===== config.mk =====
export PLATFORM = sky130hd
export DESIGN_NAME = dsm_cic_decimator
export DESIGN_NICKNAME = d
export VERILOG_FILES = /design/src/rtl/dsm_pkg.sv /design/src/rtl/dsm_cic_stage.sv /design/src/rtl/dsm_cic_decimator.sv
export SDC_FILE = /design/constraint.sdc
export NUM_CORES = 1
export LEC_CHECK = 0
export ABC_AREA = 1
export CORE_ASPECT_RATIO = 1.75
export CORE_MARGIN = 2
export CORE_UTILIZATION = 30
export CTS_BUF_LIST = sky130_fd_sc_hd__clkbuf_8
export DETAILED_ROUTE_END_ITERATION = 8
export PLACE_DENSITY = 0.5
export SLEW_MARGIN = 10
export SYNTH_ARGS = -nofsm -noshare
export SYNTH_HDL_FRONTEND = slang
export SYNTH_SLANG_ARGS = --single-unit

===== constraint.sdc =====
create_clock -name clk -period 21.4 [get_ports clk]
set_input_delay 3.21 -clock clk [delete_from_list [all_inputs] [get_ports clk]]
set_output_delay 3.21 -clock clk [all_outputs]
set_load 0.02 [all_outputs]

===== src/rtl/dsm_pkg.sv =====
// Shared constants for the delta-sigma CIC reconstruction path.
//   CIC_ORDER  : number of integrator/comb pairs in the decimator
//   cic_width  : internal register width for a given input width and log2(R)
package dsm_pkg;

    localparam int CIC_ORDER = 3;

    // Bit growth of an N-th order CIC is N*log2(R*M) with M=1, so this width
    // holds the full-scale output; the integrators may wrap freely.
    function automatic int cic_width(input int in_w, input int log2_r);
        return in_w + CIC_ORDER * log2_r;
    endfunction

endpackage


===== src/rtl/dsm_cic_stage.sv =====
// One integrator/comb pair of the CIC decimator.
//   clk, rst_n : clock, asynchronous active-low reset
//   clear      : synchronous clear of both registers
//   int_en     : advance the integrator (accepted input sample)
//   int_in     : integrator input
//   int_out    : integrator sum including the current int_in (combinational)
//   comb_en    : advance the comb delay (decimated sample instant)
//   comb_in    : comb input
//   comb_out   : first difference comb_in - previous comb_in (combinational)
module dsm_cic_stage
    import dsm_pkg::*;
#(
    parameter int W = 28
) (
    input  logic         clk,
    input  logic         rst_n,
    input  logic         clear,
    input  logic         int_en,
    input  logic [W-1:0] int_in,
    output logic [W-1:0] int_out,
    input  logic         comb_en,
    input  logic [W-1:0] comb_in,
    output logic [W-1:0] comb_out
);

    logic [W-1:0] acc;
    logic [W-1:0] dly;

    // Modular two's-complement arithmetic: wrap in the integrators is
    // undone exactly by the combs as long as the final result fits in W.
    assign int_out  = acc + int_in;
    assign comb_out = comb_in - dly;

    always_ff @(posedge clk or negedge rst_n) begin
        if (!rst_n) begin
            acc <= '0;
            dly <= '0;
        end else if (clear) begin
            acc <= '0;
            dly <= '0;
        end else begin
            if (int_en) begin
                acc <= int_out;
            end
            if (comb_en) begin
                dly <= comb_in;
            end
        end
    end

endmodule


===== src/rtl/dsm_cic_decimator.sv =====
// Third-order CIC decimator reconstructing the fractional word from a
// MASH 1-1-1 modulator output stream.
//   clk, rst_n   : clock, asynchronous active-low reset
//   clear_i      : synchronous clear of all state (wins over in_valid_i)
//   in_valid_i   : qualifies y_i; only accepted samples advance the filter
//   y_i          : signed modulator output sample
//   out_valid_o  : one-cycle pulse marking a new frac_o
//   frac_o       : signed result, WIDTH fractional bits, held between pulses
//   settled_o    : high from the third output pulse after reset/clear
// Build option: define DSM_CIC_SAT_EN to clamp frac_o to [0, 2^WIDTH-1].
module dsm_cic_decimator
    import dsm_pkg::*;
#(
    parameter int WIDTH  = 24,
    parameter int IN_W   = 4,
    parameter int LOG2_R = 8
) (
    input  logic                  clk,
    input  logic                  rst_n,
    input  logic                  clear_i,
    input  logic                  in_valid_i,
    input  logic [IN_W-1:0]       y_i,
    output logic                  out_valid_o,
    output logic [WIDTH+IN_W-1:0] frac_o,
    output logic                  settled_o
);

    localparam int IW    = cic_width(IN_W, LOG2_R);
    localparam int OW    = WIDTH + IN_W;
    localparam int SHIFT = IW - OW;

    logic              accept;
    logic              dump;
    logic [LOG2_R-1:0] dec_cnt;
    logic [1:0]        pulse_cnt;
    logic [IW-1:0]     int_link  [0:CIC_ORDER];
    logic [IW-1:0]     comb_link [0:CIC_ORDER];
    logic [OW-1:0]     frac_raw;
    logic [OW-1:0]     frac_next;

    assign accept = in_valid_i & ~clear_i;
    assign dump   = accept & (dec_cnt == '1);

    assign int_link[0]  = {{(IW-IN_W){y_i[IN_W-1]}}, y_i};
    // The last integrator's sum already includes the sample accepted this
    // cycle, so the R-th sample reaches the combs on its own edge.
    assign comb_link[0] = int_link[CIC_ORDER];

    for (genvar s = 0; s < CIC_ORDER; s++) begin : g_stage
        dsm_cic_stage #(
            .W(IW)
        ) u_stage (
            .clk      (clk),
            .rst_n    (rst_n),
            .clear    (clear_i),
            .int_en   (accept),
            .int_in   (int_link[s]),
            .int_out  (int_link[s+1]),
            .comb_en  (dump),
            .comb_in  (comb_link[s]),
            .comb_out (comb_link[s+1])
        );
    end

    // Taking the top OW bits is the arithmetic right shift by SHIFT.
    assign frac_raw = comb_link[CIC_ORDER][IW-1:SHIFT];

`ifdef DSM_CIC_SAT_EN
    localparam logic [OW-1:0] SAT_MAX = {{IN_W{1'b0}}, {WIDTH{1'b1}}};

    always_comb begin
        frac_next = frac_raw;
        if (frac_raw[OW-1]) begin
            frac_next = '0;
        end else if (frac_raw > SAT_MAX) begin
            frac_next = SAT_MAX;
        end
    end
`else
    assign frac_next = frac_raw;
`endif

    always_ff @(posedge clk or negedge rst_n) begin
        if (!rst_n) begin
            dec_cnt     <= '0;
            pulse_cnt   <= '0;
            out_valid_o <= 1'b0;
            frac_o      <= '0;
            settled_o   <= 1'b0;
        end else if (clear_i) begin
            dec_cnt     <= '0;
            pulse_cnt   <= '0;
            out_valid_o <= 1'b0;
            frac_o      <= '0;
            settled_o   <= 1'b0;
        end else begin
            out_valid_o <= dump;
            if (accept) begin
                dec_cnt <= dec_cnt + 1'b1;
            end
            if (dump) begin
                frac_o <= frac_next;
                // Comb delays hold real history after two dumps; the third
                // output is the first fully primed one.
                if (pulse_cnt != 2'd2) begin
                    pulse_cnt <= pulse_cnt + 2'd1;
                end else begin
                    settled_o <= 1'b1;
                end
            end
        end
    end

endmodule


==> key figures <==
Run status
  • Status: finished, final reports clean

CTS
  • Clock insertion delay at the later pin of the skew report: 0.58 ns
  • Clock sink count: 208
  • Cts hold-fix bufs: 0
  • CTS Buf Count: 38
  • Postcts setup bufs: 0
  • CTS Buffer Depth: 3
  • Cts repair resizes: 0
  • Clock-pin slew on the worst setup and hold paths: 0.06 ns
  • CTS tree: yes
  • # H-tree levels: 2
  • Root Buffer: clkbuf_8

Floorplanning
  • Starting Density: 0.304
  • Chip width: 175 um
  • Row count: 109
  • Die height: 304 um
  • I/O pin count: 38
  • Core Region: 0.0506 sq mm
  • DIE AREA: 0.0532 sq mm

Synth
  • Post-synth top area share: 0.338
  • Cell Area, Synth: 0.0154 sq mm
  • Synth Warn #: 0
  • Yosys reg bits: about 210
  • Mapped Cells: 1932
  • Mapped Nets: 2115
  • Synth unique cells: 51
  • Seq/Total Area, Yosys: 0.338
  • Post-synth ARST share: 1.00
  • Mean post-synth cell area: 7.97 sq um
  • Yosys top cell by area: dfrtp_1
  • EDFF count, synth: 0
  • Synth Flop Type: dfrtp_1
  • Synth area leaders: dfrtp_1 (34%), ha_1 (14%), nand2_1 (9.3%)

Worst setup path
  • CP max stage cell: nor4_1
  • Critical Path Start: y_i[3]
  • Peak per-stage delay on the critical path: about 0.75 ns
  • Crit Path Category: in2reg
  • Crit-path max FO: 25
  • CP most frequent cell: nand2_1
  • Worst path required time: roughly 22 ns
  • Startpoint Class: input pin
  • Setup crit end kind: register
  • Crit path DAT: 13.17 ns
  • Reg2Reg Launch Point: g_stage[0].u_stage.acc[0]

Global routing
  • Remaining global-route overflow: 0
  • Largest net degree at the start of global routing: 109
  • Vias in the first global route: 13931
  • Initial antenna violation count: 1
  • Global-route wire length before repair: 67.6 mm
  • Global Route Usage Sum: 0.154

Routing
  • Routed Antenna Nets: 0
  • Drt first pass iters: 4
  • Via count: 13028
  • Routed length per instance: 15.2 um
  • Final wirelength: 40.4 mm
  • Mean number of vias per cell: 4.90
  • Iteration-0 DRC Markers: 570
  • DRC viols: 0

Layout
  • Multi-input logic area: 0.00910 sq mm
  • Finished Core Util: 0.340
  • Layout area overhead: 11.8%
  • Fin nets: around 2200
  • Post-route cell area: 0.0172 sq mm
  • Register Area: ~0.0052 sq mm
  • # fillers: 5292
  • Layout cells sized above 1: 0.0491

Placed design
  • IO buf count: 37
  • HPWL after DPL: 29.1 mm
  • Placed inst area: between 0.015 and 0.02 sq mm
  • Placer Congestion: between 0.8 and 0.9

STA
  • Unrepaired setup endpoints after global routing: no
  • Slew margin rel.: 0.283
  • Highest clock rate: 78.7 MHz
  • Tightest Pin Transition: 1.07 ns
  • Clk_skew: 0.0399 ns
  • Final hold vios: 0
  • Final TNS setup: 0 ns
  • Final worst path period share: 0.594
  • Slew Limit Fails: 0
  • Post-route minimum period: roughly 13 ns
  • Final setup fails: 0

Hold path
  • Min-delay worst type: reg2reg
  • Hold Path Origin: pulse_cnt[0]

Job
  • Max cap viols: 0
-- per-stage QoR --
step	hold WS, ns	worst slack, ns	std cells
detailed placement	0.465	8.29	2599
floorplan	0.433	11.10	1932
finish	0.480	8.69	2661
global placement	0.447	8.25	2599
global route	0.512	8.03	2661
CTS	0.485	8.79	2660
-- worst paths after layout --
path                                                   end  slack (ns)  cells past startpoint
min in group asynchronous                        frac_o[1]        2.70                      1
worst max-delay path                            frac_o[26]        8.69                     49
worst min register to register                pulse_cnt[0]        0.48                      1
worst min-delay path                          pulse_cnt[0]        0.48                      1
worst max register to register                  frac_o[26]       11.58                     48
max in group asynchronous       g_stage[0].u_stage.dly[25]       16.64                      3
-- Yosys cell counts, types with 11 or more instances --
| cell type | n |
|---|---|
| o21a_1 | 15 |
| o22ai_1 | 38 |
| clkbuf_1 | 34 |
| a22o_1 | 50 |
| nand2_1 | 382 |
| o21ai_0 | 151 |
| xnor2_1 | 50 |
| o21bai_1 | 11 |
| nor3_1 | 19 |
| o21ai_1 | 26 |
| ha_1 | 169 |
| inv_1 | 247 |
| nand4_1 | 11 |
| nor2_1 | 81 |
| xor2_1 | 78 |
| a21oi_1 | 169 |
| dfrtp_1 | 208 |
| nand3_1 | 67 |
| a21o_1 | 15 |
-- registers in the layout (all words and copies together) (netlist names) --
register             cells
dec_cnt                  8
frac_o                  28
g_stage.u_stage.acc     84
settled_o                1
out_valid_o              1
pulse_cnt                2
g_stage.u_stage.dly     84
-- logic make-up after synthesis --
group,synth area share
xor gates and xnor gates,0.0728
AOI/OAI and AO/OA,0.214
adders and majority gates,0.145
and+or+nand+nor,0.158
buffers and inverters,0.0722
DFF,0.338
-- worst max-delay path, delay by kind of cell --
kind	cells	cell delay, ns
AOI/OAI and AO/OA	16	3.19
xor gates and xnor gates	5	0.91
adders and majority gates	6	2.11
buffers and inverters	5	1.04
and+or+nand+nor	17	2.72
-- cells in the final DEF (no fill, tap or decap), types with 3 or more instances in the layout --
cell type	netlist	routed
inv_1	247	260
o21ai_0	151	151
o21a_1	15	15
a22o_1	50	50
and2_1	4	4
a21o_1	15	15
nand4_1	11	11
fa_1	6	6
o22ai_1	38	38
a21oi_1	169	169
nand3_1	67	67
dfrtp_1	208	208
a21boi_2	5	5
a31oi_1	9	9
xnor2_1	50	50
nor3_1	19	19
nand2_2	4	5
a21boi_1	4	4
nand3_2	4	4
o21ai_2	10	10
o211ai_1	10	10
a221oi_1	5	5
a32o_1	3	3
ha_1	169	169
o21ai_1	26	26
buf_4	0	8
a21oi_2	7	7
xor2_1	78	78
o31ai_1	5	5
clkdlybuf4s50_1	0	36
clkbuf_8	1	44
o21bai_1	11	11
nand2_1	382	381
nor2_1	81	79
nor4_1	4	4
-- per-layer routing --
layer | vias to the layer above | routed length, um | GRT usage
met5 | - | 0 | 0
met2 | 176 | 21600 | 0.296
met1 | 6098 | 16300 | 0.166
met3 | 88 | 991 | 0.0164
met4 | 0 | 1520 | 0.0663
li1 | 6666 | - | -
-- cell type report --
| cell class | count | area share |
|---|---|---|
| Timing Repair Buffer | 45 | 0.0253 |
| Sequential cell | 208 | 0.302 |
| Tap cell | 666 | 0.0484 |
| Clock inverter | 17 | 0.00553 |
| Multi-Input combinational cell | 1431 | 0.529 |
| Antenna cell | 1 | 0.000145 |
| Clock buffer | 44 | 0.0352 |
| Inverter | 249 | 0.0543 |
Power is left out: the tool's default activity adds up to more than one toggle a clock period on the data nets, which glitch-free logic cannot reach.
